<file path="config.mk">
export PLATFORM = sky130hd
export DESIGN_NAME = redmule_z_collector
export DESIGN_NICKNAME = d
export VERILOG_FILES = /design/src/rtl/fpnew_pkg.sv /design/src/rtl/redmule_pkg.sv /design/src/rtl/redmule_z_fifo.sv /design/src/rtl/redmule_z_collector.sv
export SDC_FILE = /design/constraint.sdc
export NUM_CORES = 1
export LEC_CHECK = 0
export ABC_AREA = 1
export BUFFER_PORTS_ARGS = -buffer_cell sky130_fd_sc_hd__buf_2
export CAP_MARGIN = 0
export CORE_ASPECT_RATIO = 1.25
export CORE_UTILIZATION = 30
export DETAILED_ROUTE_END_ITERATION = 16
export HOLD_SLACK_MARGIN = 0.05
export MAX_ROUTING_LAYER = met4
export PLACE_DENSITY = 0.56
export REMOVE_ABC_BUFFERS = 1
export SETUP_SLACK_MARGIN = 0.2
export SLEW_MARGIN = 25
export SYNTH_ARGS = -nofsm -noshare
export SYNTH_HDL_FRONTEND = slang
export SYNTH_HIERARCHICAL = 1
export SYNTH_SLANG_ARGS = --single-unit
</file>
<file path="constraint.sdc">
create_clock -name clk_i -period 5.77 [get_ports clk_i]
set_input_delay 1.154 -clock clk_i [delete_from_list [all_inputs] [get_ports clk_i]]
set_output_delay 1.154 -clock clk_i [all_outputs]
set_load 0.02 [all_outputs]
</file>
<file path="src/rtl/fpnew_pkg.sv">
// Minimal slice of the FPnew package: the floating-point format enumeration and
// its bit-width helper, as referenced by the RedMulE datapath parameters.
package fpnew_pkg;

    typedef enum logic [2:0] {
        FP32    = 3'd0,
        FP64    = 3'd1,
        FP16    = 3'd2,
        FP8     = 3'd3,
        FP16ALT = 3'd4
    } fp_format_e;

    function automatic int unsigned fp_width(fp_format_e fmt);
        case (fmt)
            FP32:    return 32;
            FP64:    return 64;
            FP16:    return 16;
            FP8:     return 8;
            FP16ALT: return 16;
            default: return 16;
        endcase
    endfunction

endpackage

</file>
<file path="src/rtl/redmule_pkg.sv">
// RedMulE shared definitions used by the Z result-collection stage.
package redmule_pkg;

    // Width of the job-length and pushed-vector counters.
    localparam int unsigned ZCollCntW = 16;

    typedef enum logic [1:0] {
        ZC_IDLE  = 2'd0,
        ZC_RUN   = 2'd1,
        ZC_DRAIN = 2'd2,
        ZC_DONE  = 2'd3
    } z_coll_state_e;

endpackage

</file>
<file path="src/rtl/redmule_z_fifo.sv">
// Fall-through FIFO holding Z vectors plus a per-entry last flag; the head is
// read combinationally from registered storage.
module redmule_z_fifo #(
    parameter  int unsigned DataW = 64,
    parameter  int unsigned Depth = 4,
    localparam int unsigned AddrW = $clog2(Depth),
    localparam int unsigned CntW  = AddrW + 1
) (
    input  logic             clk_i,
    input  logic             rst_ni,
    input  logic             clear_i,
    input  logic             push_i,
    input  logic [DataW-1:0] data_i,
    input  logic             last_i,
    input  logic             pop_i,
    output logic [DataW-1:0] data_o,
    output logic             last_o,
    output logic             full_o,
    output logic             empty_o,
    output logic [CntW-1:0]  count_o
);

    logic [DataW-1:0] mem_q [Depth];
    logic [Depth-1:0] last_q;
    logic [AddrW-1:0] wptr_q, rptr_q;
    logic [CntW-1:0]  cnt_q;

    logic do_push, do_pop;

    assign do_push = push_i && !clear_i;
    assign do_pop  = pop_i  && !clear_i;

    // NOTE: storage is reset because the head is visible on the output even
    // when no entry is valid, and it must read as zero out of reset.
    always_ff @(posedge clk_i or negedge rst_ni) begin
        if (!rst_ni) begin
            for (int i = 0; i < Depth; i++) begin
                mem_q[i] <= '0;
            end
            last_q <= '0;
        end else if (do_push) begin
            mem_q[wptr_q]  <= data_i;
            last_q[wptr_q] <= last_i;
        end
    end

    // NOTE: non-blocking assignments here so every register samples the
    // pre-edge value of the others, independent of statement order.
    always_ff @(posedge clk_i or negedge rst_ni) begin
        if (!rst_ni) begin
            wptr_q <= '0;
            rptr_q <= '0;
            cnt_q  <= '0;
        end else if (clear_i) begin
            wptr_q <= '0;
            rptr_q <= '0;
            cnt_q  <= '0;
        end else begin
            if (do_push) begin
                wptr_q <= wptr_q + 1'b1;
            end
            if (do_pop) begin
                rptr_q <= rptr_q + 1'b1;
            end
            case ({do_push, do_pop})
                2'b10:   cnt_q <= cnt_q + 1'b1;
                2'b01:   cnt_q <= cnt_q - 1'b1;
                default: cnt_q <= cnt_q;
            endcase
        end
    end

    assign data_o  = mem_q[rptr_q];
    assign last_o  = last_q[rptr_q];
    assign full_o  = (cnt_q == CntW'(Depth));
    assign empty_o = (cnt_q == '0);
    assign count_o = cnt_q;

endmodule

</file>
<file path="src/rtl/redmule_z_collector.sv">
// Z result collector: buffers row-array output vectors, counts them against
// the programmed job length and streams them out with a last flag.
module redmule_z_collector
    import redmule_pkg::*;
#(
    parameter  fpnew_pkg::fp_format_e FpFormat = fpnew_pkg::FP16,
    parameter  int unsigned           Width    = 4,
    parameter  int unsigned           Depth    = 4,
    localparam int unsigned           BITW     = fpnew_pkg::fp_width(FpFormat)
) (
    input  logic                            clk_i,
    input  logic                            rst_ni,
    input  logic                            clear_i,
    input  logic                            start_i,
    input  logic [ZCollCntW-1:0]            total_i,
    input  logic [Width-1:0][BITW-1:0]      z_i,
    input  logic                            z_valid_i,
    output logic                            stall_o,
    output logic [Width-1:0][BITW-1:0]      z_o,
    output logic                            z_valid_o,
    output logic                            z_last_o,
    input  logic                            z_ready_i,
    output logic                            busy_o,
    output logic                            done_o,
    output logic                            err_o
);

    localparam int unsigned DataW = Width * BITW;
    localparam int unsigned CntW  = $clog2(Depth) + 1;

    z_coll_state_e        state_q;
    logic [ZCollCntW-1:0] total_q;
    logic [ZCollCntW-1:0] pushed_q;
    logic                 err_q;

    logic             fifo_full, fifo_empty, head_last;
    logic [CntW-1:0]  fifo_cnt;
    logic [DataW-1:0] fifo_data;

    logic pop, push, drop, last_in;

    assign pop     = !fifo_empty && z_ready_i;
    // A full FIFO still accepts a vector when the head leaves in the same cycle.
    assign push    = z_valid_i && (state_q == ZC_RUN) && (!fifo_full || pop);
    assign drop    = z_valid_i && !push;
    assign last_in = ((pushed_q + 1'b1) == total_q);

    redmule_z_fifo #(
        .DataW (DataW),
        .Depth (Depth)
    ) i_z_fifo (
        .clk_i   (clk_i),
        .rst_ni  (rst_ni),
        .clear_i (clear_i),
        .push_i  (push),
        .data_i  (z_i),
        .last_i  (last_in),
        .pop_i   (pop),
        .data_o  (fifo_data),
        .last_o  (head_last),
        .full_o  (fifo_full),
        .empty_o (fifo_empty),
        .count_o (fifo_cnt)
    );

    always_ff @(posedge clk_i or negedge rst_ni) begin
        if (!rst_ni) begin
            state_q  <= ZC_IDLE;
            total_q  <= '0;
            pushed_q <= '0;
            err_q    <= 1'b0;
        end else if (clear_i) begin
            state_q  <= ZC_IDLE;
            pushed_q <= '0;
            err_q    <= 1'b0;
        end else begin
            if (drop) begin
                err_q <= 1'b1;
            end
            if (push) begin
                pushed_q <= pushed_q + 1'b1;
            end
            case (state_q)
                ZC_IDLE: begin
                    if (start_i) begin
                        total_q  <= total_i;
                        pushed_q <= '0;
                        state_q  <= (total_i == '0) ? ZC_DONE : ZC_RUN;
                    end
                end
                ZC_RUN: begin
                    if (push && last_in) begin
                        state_q <= ZC_DRAIN;
                    end
                end
                ZC_DRAIN: begin
                    // The flagged entry is the newest one, so the FIFO is empty after it leaves.
                    if (pop && head_last) begin
                        state_q <= ZC_DONE;
                    end
                end
                ZC_DONE: state_q <= ZC_IDLE;
                default: state_q <= ZC_IDLE;
            endcase
        end
    end

    // One slot of slack covers the array's one-cycle enable response.
    assign stall_o   = (fifo_cnt >= CntW'(Depth - 1));
    assign z_o       = fifo_data;
    assign z_valid_o = !fifo_empty;
    assign z_last_o  = head_last;
    assign busy_o    = (state_q != ZC_IDLE);
    assign done_o    = (state_q == ZC_DONE);
    assign err_o     = err_q;

endmodule

</file>
# == After elaboration in Yosys (flattened, before gate mapping) ==
# Index checks and enable logic that the tools add are counted.
# classes
eq_ne,10
bitwise,3
muxes,29
n_reduce_logical,25
addsub,5
magnitude_cmp,7
# op_table
operator,n
$bwmux 256,1
$mux 64,3
$bmux 64 s2,1
$demux 64 s2,1
$mux 16,4
$mux 2,9
$add 16x1->16 const B,1
$eq 16x16->1,1
$logic_not 16->1,1
$logic_and 1x1->1,10
$pmux 2 s4,1
$reduce_bool 2->1,4
$eq 2x2->1 const B,3
$ge 3x3->1 const B,2
$lt 2x3->1 const B,2
$ne 3x3->1 const B,2
$not 2->3,2
$pmux 3 s2,1
$reduce_and 3->1,2
$add 2x1->2 const B,2
$bwmux 4,1
$eq 2x1->1 const B,2
$logic_not 1->1,4
$mux 1,4
15 further kinds,15
# word_totals
output_inout_bits,70
input_bits,86
ff_bits,302
wordCells,91

# == Longest topological paths before layout ==
# Gate-level depths: netlist of the first run.
# logic_depth
depth_word,9
depth_mapped,17

# == Modules after synthesis ==
# Netlist of the first run, hierarchy kept.
# by_module_without_submodules
module,instances,area_each_um2,cells_each,seq_area_each_um2
redmule_z_fifo,1,11965.2,1330,6681.4
redmule_z_collector,1,2327.2,338,875.8

# == Worst setup path after synthesis of the first run ==
# Ideal clock, no wire load.
# synth_timing
path_kind,input -> register
from,input z_ready_i
to,"register i_z_fifo.cnt_q[2], in the netlist i_z_fifo/count_o[2]"
path_buffers,1
path_slack_ps,2873
required_time_ps,5654
t_arrival_ps,2780
path_stages,14
cell_sequence,inv_1 -> o21ai_0 -> nand3_1 -> inv_1 -> buf_1 -> nor2_1 -> nand2_1 -> inv_1 -> fa_1 -> xnor2_1 -> nand2_1 -> nand2_1 -> nand2_1 -> nand2_1
# synth_between
elab_chain_len,7
word_cells_on_any_way,10
# synth_lines
element,line,text
"start, declared",redmule_z_collector.sv:22,"input logic z_ready_i,"
$logic_and 1x1->1 *,redmule_z_collector.sv:42,assign pop = !fifo_empty && z_ready_i;
$logic_or 1x1->1 *,redmule_z_collector.sv:44,assign push = z_valid_i && (state_q == ZC_RUN) && (!fifo_full || pop);
$logic_and 1x1->1 *,redmule_z_collector.sv:44,
named net push,redmule_z_collector.sv:40,"logic pop, push, drop, last_in;"
$logic_and 1x1->1 *,redmule_z_fifo.sv:30,assign do_push = push_i && !clear_i;
$eq 2x1->1 / $eq 2x2->1 (equally long branches),redmule_z_fifo.sv:65,"case ({do_push, do_pop})"
$pmux 3 s2,redmule_z_fifo.sv:65,
$mux 3,redmule_z_fifo.sv:54,end else if (clear_i) begin
"end signal, assigned",redmule_z_fifo.sv:66,2'b10: cnt_q <= cnt_q + 1'b1;
"end signal, assigned",redmule_z_fifo.sv:67,2'b01: cnt_q <= cnt_q - 1'b1;
"end signal, assigned",redmule_z_fifo.sv:68,default: cnt_q <= cnt_q;
"end, declared",redmule_z_fifo.sv:26,logic [CntW-1:0] cnt_q;
# Mark *: on every way through the listed nets, which the timed path passes. The rest lies on a longest branch.
# A chain may end at the register's enable or synchronous reset.

# == Worst setup path in the final report of the first run ==
# layout_timing
from,register i_z_fifo.rptr_q[0]
to,output z_last_o
# layout_between
elab_chain_len,2
# layout_lines
element,line,text
"start, declared",redmule_z_fifo.sv:25,"logic [AddrW-1:0] wptr_q, rptr_q;"
"start signal, assigned",redmule_z_fifo.sv:63,rptr_q <= rptr_q + 1'b1;
$bmux 1 s2,redmule_z_fifo.sv:74,assign last_o = last_q[rptr_q];
$mux 1 (not written as such),redmule_z_fifo.sv:74,
"end, declared",redmule_z_collector.sv:21,"output logic z_last_o,"
# No other way between the ends. The select of a mux whose other input is x is not followed.

==> summary by stage, run 1 <==
Pwr
The share of total power dissipated in the clock network is 0.271. IR analysis of the VDD net gives a maximum drop of 0.248 mV. Of the total power, combinational logic draws 0.347. Summed over all cells, the static leakage comes to 0.00802 uW. The relative contribution of sequential cells to total power is 0.381. Internal power comes to 4880 uW. The reported net switching power is 3100 uW. Of the total power, the share spent switching nets is 0.389. The power per unit of standard cell area is 487 mW/mm^2.

Worst setup path
The critical register-to-register path endpoint is i_z_fifo/mem_q[20]. At the worst endpoint, the required time is 4620 ps. The critical path in this run is classified as register to output port. The critical path goes through inv_4 -> buf_12 -> o21ai_0 -> o22ai_1 -> buf_2. The number of buffers and inverters on the critical path is 3. The total stage count of the critical path is 5.

The nature of the critical path endpoint is an output port. The cell family with the largest share of critical-path delay is buffers and inverters. The setup slack on the worst flop-to-flop path is 2250 ps. In this run the critical register-to-register path is launched from i_z_fifo/count_o[0]. The worst setup path is launched from a register. The worst reg2reg path depth is 10. The largest individual stage delay along the critical path comes from the cell sky130_fd_sc_hd__dfrtp_4. The delay of the slowest critical-path stage is 780 ps. Data arrives at the worst endpoint at 3150 ps. The critical-path maximum fanout is 75.

GRT
Entering global routing, the biggest net connects 140 pins. The total grt overflow is 0. In the global route stage, overall resource usage came out at 0.163. The number of global-route vias before repair is 11500. The number of antenna violations at the first check in global routing is 1. The first global-routing pass estimated 60900 um of wire.

Final layout
The final net count is 1866. Leaving out fill and tap cells, the most frequent cell in the layout is sky130_fd_sc_hd__nand2_1. The number of standard cells in the layout, taps in and fillers out is 2435.

Relative to the synthesized area, the layout overhead comes to 14.8%. The fraction of final layout cells with drive strength greater than 1 is 0.159. In the layout the commonest cells are sky130_fd_sc_hd__nand2_1 (370), sky130_fd_sc_hd__dfrtp_1 (300), sky130_fd_sc_hd__o21ai_0 (233), sky130_fd_sc_hd__nor2_1 (166), sky130_fd_sc_hd__buf_2 (154).

The layout has 4963 filler cells.

Timing
The number of failing hold endpoints at the final stage was 0. Setup violations remaining at the end of the flow were counted as 0. Summed over all failing endpoints, the final setup total negative slack is 0 ps. The setup slack after layout is 1460 ps. For the pin with the worst max-slew slack, the measured transition is 994 ps.

Setup repair after global routing left no endpoint under its margin. The routed design could run at a clock period as short as 4310 ps. The worst pin sits at a relative slew slack of 0.338.

Between clock sinks in the finished design, the worst skew comes to 13.9 ps. In the finished design, the share of the clock period the worst path needs comes to 0.747. Static timing analysis puts the maximum clock frequency at 232 MHz. The count of pins over their slew limit is 0.

Placed design
The final estimated routing congestion in global placement is 0.902. The post-placement cell count is 2369. Input and output buffers added on the ports amount to 155. After legalization and detailed placement, the total HPWL measured 22900 um. Before CTS, the worst setup slack after placement is 1630 ps.

Routing
The initial DRC count is 630. After detailed routing, the number of vias per cell comes to 4.77. The first detailed-routing pass ran for 5 iterations. After detailed routing, the average wire length per cell comes to 15.5 um. The post-detailed-route count of antenna-violating nets is 0. For this run, design rule violations remaining after detail routing come to 0. The number of vias in the routed layout is 11600. The final layout contains routed wiring with a total length of 37600 um.

Min path
The path class of the lowest-slack min-delay path is register to register. The capture endpoint of the worst hold path is i_z_fifo/mem_q[164]. The startpoint identified for the worst hold timing path is i_z_fifo/mem_q[164]. The hold-critical path depth is 2.

Die
The horizontal extent of the die is 197 um. The die covers 0.0485 sq mm. The number of placement rows is 89.

During I/O placement, the number of pins put on the boundary was 156. The starting utilization of the core area is 0.303. The standard cell core area is 0.0471 sq mm.

In this run the vertical extent of the chip is 246 um.

Run status
The run finished with clean final reports.

Synth
In this run, synthesis produced a sequential element count of 302. Yosys attributes the largest share of cell area to sky130_fd_sc_hd__dfrtp_1 (53%), sky130_fd_sc_hd__nand2_1 (9.7%), sky130_fd_sc_hd__o21ai_0 (8.2%), sky130_fd_sc_hd__o21ai_1 (4.8%), sky130_fd_sc_hd__nor2_1 (4.4%). In this run the mean area of a mapped cell was 8.57 sq um. The synthesized instance count is 1668.

The post-synthesis cell type count is 36. The dominant cell type by area after synthesis is sky130_fd_sc_hd__dfrtp_1. The total number of yosys warnings is 6. The sequential-to-total area share from yosys stat is 0.529. The share of synthesized area in the top cell type comes to 0.529. The mapped cell area is 0.0143 sq mm.

CTS
The cell sitting at the root of the clock tree is a sky130_fd_sc_hd__clkbuf_16. After clock tree synthesis, the clock-pin slew on the worst setup and hold paths is 50 ps. The count of hold buffers inserted by post-cts repair is 0. The tree built by TritonCTS fans out to 302 sinks.

The maximum number of buffers from clock root to sink is 3. The source-to-sink clock delay at the later pin of the worst-skew pair is 540 ps. TritonCTS built the clock tree. The CTS buffer count is 36. The count of H-tree levels built during CTS is 2. Once the clock tree was built, the resizer swapped 0 gates to a different size. Once the clock tree was built, the setup fixing pass inserted 0 buffers.

Job
The tool flagged a number of max-cap violations equal to 0.
==> power by group through the flow <==
stage	sequential (uW)	combinational (uW)	clock [uW]
global placement	3060	2770	0
CTS	3040	2830	2260
finish	3040	2770	2170
detailed placement	3070	2820	0
global route	3130	3120	2340
floorplan	2990	1840	0
==> worst min-delay path, stage by stage, from the launching register on <==
cell,delay (ps)
sky130_fd_sc_hd__dfrtp_1,330
sky130_fd_sc_hd__nand2_1,60
sky130_fd_sc_hd__o21ai_2,50
==> metal layers <==
layer,vias to the layer above,global-route usage,share of wire
li1,5736,-,-
met1,5538,0.205,0.45
met2,265,0.265,0.48
met3,67,0.0229,0.044
met4,0,0.0622,0.027
met5,-,-,0
==> how the worst max path moves through the flow <==
stage,from,endpoint,slack (ps)
finish,i_z_fifo/rptr_q[0],z_last_o,1460
global placement,z_ready_i,i_z_fifo/mem_q[213],1700
detailed placement,z_ready_i,i_z_fifo/mem_q[150],1630
global route,i_z_fifo/rptr_q[0],z_last_o,1190
floorplan,i_z_fifo/rptr_q[0],z_last_o,720
CTS,i_z_fifo/rptr_q[0],z_last_o,1350
==> area by class of cell <==
| class | count | area, sq um | area share |
|---|---|---|---|
| diodes | 1 | 2.50 | 0.000153 |
| clock buffers | 57 | 1070 | 0.0652 |
| clock inverters | 8 | 62.6 | 0.00381 |
| inverters | 125 | 472 | 0.0287 |
| multi-input cells | 1137 | 5520 | 0.337 |
| flip-flops and latches | 302 | 7560 | 0.461 |
| well taps | 637 | 797 | 0.0486 |
| repair buffers | 168 | 921 | 0.0561 |
==> stage by stage <==
stage / hold WS, ps / power, uW / cell area, sq um / util
floorplan: 448 / 4830 / 13500 / -
global placement: 460 / 5830 / 15200 / 0.324
detailed placement: 463 / 5890 / 15300 / 0.324
CTS: 478 / 8130 / 16400 / 0.348
global route: 494 / 8580 / 16400 / 0.348
finish: 474 / 7990 / 16400 / 0.348
==> state kept, by name (all words and copies together) (netlist names) <==
signal and cells:
i_z_fifo/count_o 3, err_o 1, pushed_q 16, total_q 16
state_q 2, i_z_fifo/wptr_q 2, i_z_fifo/mem_q 256, i_z_fifo/last_q 4
i_z_fifo/rptr_q 2
==> synthesized netlist by cell type <==
| master | count |
|---|---|
| sky130_fd_sc_hd__a21o_1 | 1 |
| sky130_fd_sc_hd__a21oi_1 | 28 |
| sky130_fd_sc_hd__a31oi_1 | 1 |
| sky130_fd_sc_hd__a41oi_1 | 1 |
| sky130_fd_sc_hd__and3_1 | 1 |
| sky130_fd_sc_hd__buf_1 | 1 |
| sky130_fd_sc_hd__buf_2 | 5 |
| sky130_fd_sc_hd__buf_4 | 8 |
| sky130_fd_sc_hd__buf_6 | 47 |
| sky130_fd_sc_hd__clkbuf_1 | 43 |
| sky130_fd_sc_hd__dfrtp_1 | 302 |
| sky130_fd_sc_hd__fa_1 | 1 |
| sky130_fd_sc_hd__ha_1 | 9 |
| sky130_fd_sc_hd__inv_1 | 123 |
| sky130_fd_sc_hd__inv_2 | 2 |
| sky130_fd_sc_hd__mux2_2 | 4 |
| sky130_fd_sc_hd__nand2_1 | 370 |
| sky130_fd_sc_hd__nand2_2 | 1 |
| sky130_fd_sc_hd__nand2_4 | 6 |
| sky130_fd_sc_hd__nand3_1 | 37 |
| sky130_fd_sc_hd__nand3b_1 | 2 |
| sky130_fd_sc_hd__nand4_1 | 11 |
| sky130_fd_sc_hd__nor2_1 | 166 |
| sky130_fd_sc_hd__nor2_2 | 3 |
| sky130_fd_sc_hd__nor2_4 | 2 |
| sky130_fd_sc_hd__nor2_8 | 1 |
| sky130_fd_sc_hd__nor3_1 | 3 |
| sky130_fd_sc_hd__nor4_1 | 5 |
| sky130_fd_sc_hd__o211ai_1 | 4 |
| sky130_fd_sc_hd__o21ai_0 | 233 |
| sky130_fd_sc_hd__o21ai_1 | 138 |
| sky130_fd_sc_hd__o21ai_2 | 40 |
| sky130_fd_sc_hd__o21bai_1 | 1 |
| sky130_fd_sc_hd__o22ai_1 | 65 |
| sky130_fd_sc_hd__xnor2_1 | 2 |
| sky130_fd_sc_hd__xor2_1 | 1 |
==> logic make-up (layout without fill, tap and decap cells) <==
| logic type | Yosys count | count (layout) | synth area share |
|---|---|---|---|
| mux | 4 | 4 | 0.00315 |
| buf+inv | 229 | 358 | 0.0874 |
| other cells | 0 | 1 | 0 |
| fa+ha+maj | 10 | 10 | 0.00928 |
| flops | 302 | 302 | 0.529 |
| compound gates | 512 | 512 | 0.197 |
| xor+xnor | 3 | 3 | 0.00184 |
| simple gates | 608 | 608 | 0.173 |
No activity file was read; power rests on OpenSTA's default activity.
==> inputs of run 2 (changes only) <==
PLACE_DENSITY = 0.58   (was 0.56)
clock period = 3.9 ns   (was 5.77 ns; I/O delays follow)
==> run 2 against run 1 <==
- sequential share of layout area fell by 0.46 points
- critical path type unchanged
- via count increased by 0.16%
- clock skew is 1.6 ps higher
==> summary by stage, run 2 (synthesized netlist as in run 1, its figures left out) <==
GRT
The number of antenna violations at the first check in global routing was 2 (was 1). The combined global-route utilization of all metal layers is 0.156 (was 0.163). The pin count of the biggest net entering global routing is 133 (was 140). The total grt overflow was 0 (unchanged). The number of global-route vias before repair came to 11000 (was 11500).

The wire length of the first global-routing pass was 58400 um (was 60900 um).

Placed design
The final estimated routing congestion in global placement was 0.868 (was 0.902). The half-perimeter wire length after detailed placement was 22300 um (was 22900 um). The quantity of I/O buffers inserted on ports is 155 (unchanged). The worst setup timing slack at the placement stage was 1050 ps (was 1630 ps). The area of placed instances was 0.0154 sq mm (was 0.0153 sq mm).

Worst setup path
The critical-path maximum fanout is 40 (was 75). The critical path data arrival time was 2290 ps (was 3150 ps). The data required time of the worst path is 3120 ps (was 4620 ps). The worst setup path category is register to output port (unchanged). The launching element type of the critical path is a register (unchanged). The nature of the critical path endpoint is an output port (unchanged).

Timing
Unrepaired setup endpoints after global routing: false (unchanged). The max-slew headroom at the worst pin is 0.426 (was 0.338). The number of failing hold endpoints at the final stage was 0 (unchanged). The worst clock skew is 15.5 ps (was 13.9 ps). The count of pins over their slew limit is 0 (unchanged). The total negative slack is 0 ps (unchanged).

The setup slack after layout is 835 ps (was 1460 ps). The minimum clock period is 3070 ps. The transition time at the pin with the least slew margin came to 860 ps (was 994 ps). The final-layout worst hold slack came to 163 ps (was 474 ps). The maximum clock rate is 326 MHz. Dividing the final minimum period by the clock period gives 0.786.

The final-report setup violation count is 0 (unchanged).

Final layout
The flip-flop count of the largest register after layout is 256 (unchanged). The final net count was 1877 (was 1866). Leading cell types in the layout, fill and taps excluded: sky130_fd_sc_hd__nand2_1 (370), sky130_fd_sc_hd__dfrtp_1 (300), sky130_fd_sc_hd__o21ai_0 (233), sky130_fd_sc_hd__nor2_1 (166), sky130_fd_sc_hd__buf_2 (154) (unchanged). The final non-filler cell area is 0.0166 sq mm (was 0.0164 sq mm). The multi-input combinational cell area is 0.00550 sq mm (was 0.00552 sq mm).

Leading registers by flop count: i_z_fifo/mem_q (256), pushed_q (16), total_q (16) (unchanged). The most frequent standard cell in the layout excluding fill and tap cells is sky130_fd_sc_hd__nand2_1 (unchanged). The total area of sequential cells is 0.00756 sq mm (unchanged). The fraction of final layout cells with drive strength greater than 1 is 0.167 (was 0.159). The fill cell total of the finished layout came to 4900 (was 4963). The post-layout utilization of the core is 0.352 (was 0.348). The relative area change from synthesis to final layout was 16.0% (was 14.8%). The largest register by flop count is i_z_fifo/mem_q (unchanged).

Pwr
The largest vdd supply drop is 0.479 mV (was 0.248 mV). The net switching fraction of the power is 0.381 (was 0.389). The cell-internal power was 7390 uW (was 4880 uW). The reported net switching power is 4540 uW (was 3100 uW).

The clock share of power is 0.281 (was 0.271). The leakage power of the design is 0.00815 uW (was 0.00802 uW). The power per unit of standard cell area is 720 mW/mm^2 (was 487 mW/mm^2).

The relative contribution of sequential cells to total power is 0.370 (was 0.381). The share of power burned in combinational logic is 0.349 (was 0.347).

Routing
The post-detailed-route count of antenna-violating nets was 0 (unchanged). The sum of routed wire length over all layers is 36500 um (was 37600 um). The met3 wire length is 2130 um (was 1660 um). The number of remaining DRC errors is 0 (unchanged). The routed length on met1 was 16400 um (was 17100 um). The routed wire length per instance was 14.9 um (was 15.5 um). The detail-routed via count per cell came to 4.76 (was 4.77). The number of vias in the routed layout is 11600 (about the same).

The initial DRC count is 558 (was 630). The routed length on met2 is 17000 um (was 17900 um). The first-pass iteration count of the detailed router is 5 (unchanged). The highest layer used for signal routing was met4 (unchanged).

Run status
Outcome: completed (unchanged).

Die
The horizontal extent of the die is 197 um (unchanged). The number of placement rows was 89 (unchanged). The overall die area came to 0.0485 sq mm (unchanged).

The die extent in y is 246 um (unchanged). The I/O pin total was 156 (unchanged). The standard cell core area is 0.0471 sq mm (unchanged). The starting utilization of the core area was 0.303 (unchanged).

CTS
The root cell of the clock tree is sky130_fd_sc_hd__clkbuf_16 (unchanged). The CTS tree is built (unchanged). The maximum number of buffers from clock root to sink is 3 (unchanged). The source-to-sink clock delay at the later pin of the worst-skew pair is 540 ps (about the same).

The count of hold buffers inserted by post-cts repair is 0 (unchanged). The number of sinks on the clock net is 302 (unchanged). The count of cells resized by post-cts repair was 0 (unchanged). The clock slew seen by the registers of the worst setup and hold paths is 60 ps (was 50 ps). The CTS buffer count is 36 (unchanged).

The count of H-tree levels built during CTS is 2 (unchanged). The total setup buffers inserted after CTS came to 0 (unchanged).

Min path
The path class of the lowest-slack min-delay path is input pin to asynchronous set/reset pin (was register to register).

Job
The max-capacitance violation count is 0 (unchanged).
==> run 2: cell count changes in the layout (fill, tap and decap cells not counted), moves of 2 or more <==
| cell | change |
|---|---|
| sky130_fd_sc_hd__clkbuf_1 | -10 |
| sky130_fd_sc_hd__buf_4 | +7 |
| sky130_fd_sc_hd__buf_12 | +3 |
| sky130_fd_sc_hd__nand2_4 | +3 |
| sky130_fd_sc_hd__nand2_8 | -3 |
| sky130_fd_sc_hd__bufinv_16 | +2 |
| sky130_fd_sc_hd__clkinv_2 | +2 |
==> run 2: worst max-delay path, stage by stage (launching register included) <==
cell                      delay [ps]
sky130_fd_sc_hd__dfrtp_4         500
sky130_fd_sc_hd__inv_4           190
sky130_fd_sc_hd__buf_4           440
sky130_fd_sc_hd__o21ai_0         140
sky130_fd_sc_hd__o22ai_1         220
sky130_fd_sc_hd__buf_2           220
==> run 2: cell type report <==
cell class                 instances  area share
tap                              637      0.0481
sequential                       302       0.456
multi-input combinational       1137       0.332
clock buffer                      48      0.0638
inverter                         125      0.0285
timing repair buffer             179      0.0640
antenna                            2    0.000302
clock inverter                    12     0.00747
==> run 2: power groups by stage <==
stage / Combinational, uW / Clock, uW / Sequential, uW
after detailed placement: 4200 / 0 / 4440
after global routing: 4650 / 3600 / 4510
after global placement: 4130 / 0 / 4430
after CTS: 4210 / 3490 / 4410
final: 4170 / 3360 / 4410
after floorplan: 2730 / 0 / 4420
==> run 2: per-layer routing <==
metal / vias up / track usage
li1: 5759 / -
met1: 5502 / 0.192
met2: 295 / 0.251
met3: 69 / 0.0352
met4: 0 / 0.0531
met5: - / -
==> run 2: final timing paths <==
path / from / end / slack, ps / depth (start not counted)
max in group asynchronous: rst_ni / i_z_fifo/mem_q[246] / 2650 / 3
min: rst_ni / i_z_fifo/mem_q[73] / 160 / 1
max reg2reg: i_z_fifo/count_o[0] / i_z_fifo/mem_q[230] / 1170 / 9
min in group clk_i: i_z_fifo/mem_q[190] / i_z_fifo/mem_q[190] / 470 / 2
min reg2reg: i_z_fifo/mem_q[190] / i_z_fifo/mem_q[190] / 470 / 2
max: i_z_fifo/rptr_q[0] / z_o[18] / 830 / 5
==> run 2: metrics by stage <==
stage | total power [uW] | std cells
6_report | 11900 | 2442
5_1_grt | 12800 | 2442
4_1_cts | 12100 | 2439
3_5_place_dp | 8640 | 2379
3_3_place_gp | 8560 | 2379
2_1_floorplan | 7150 | 1564
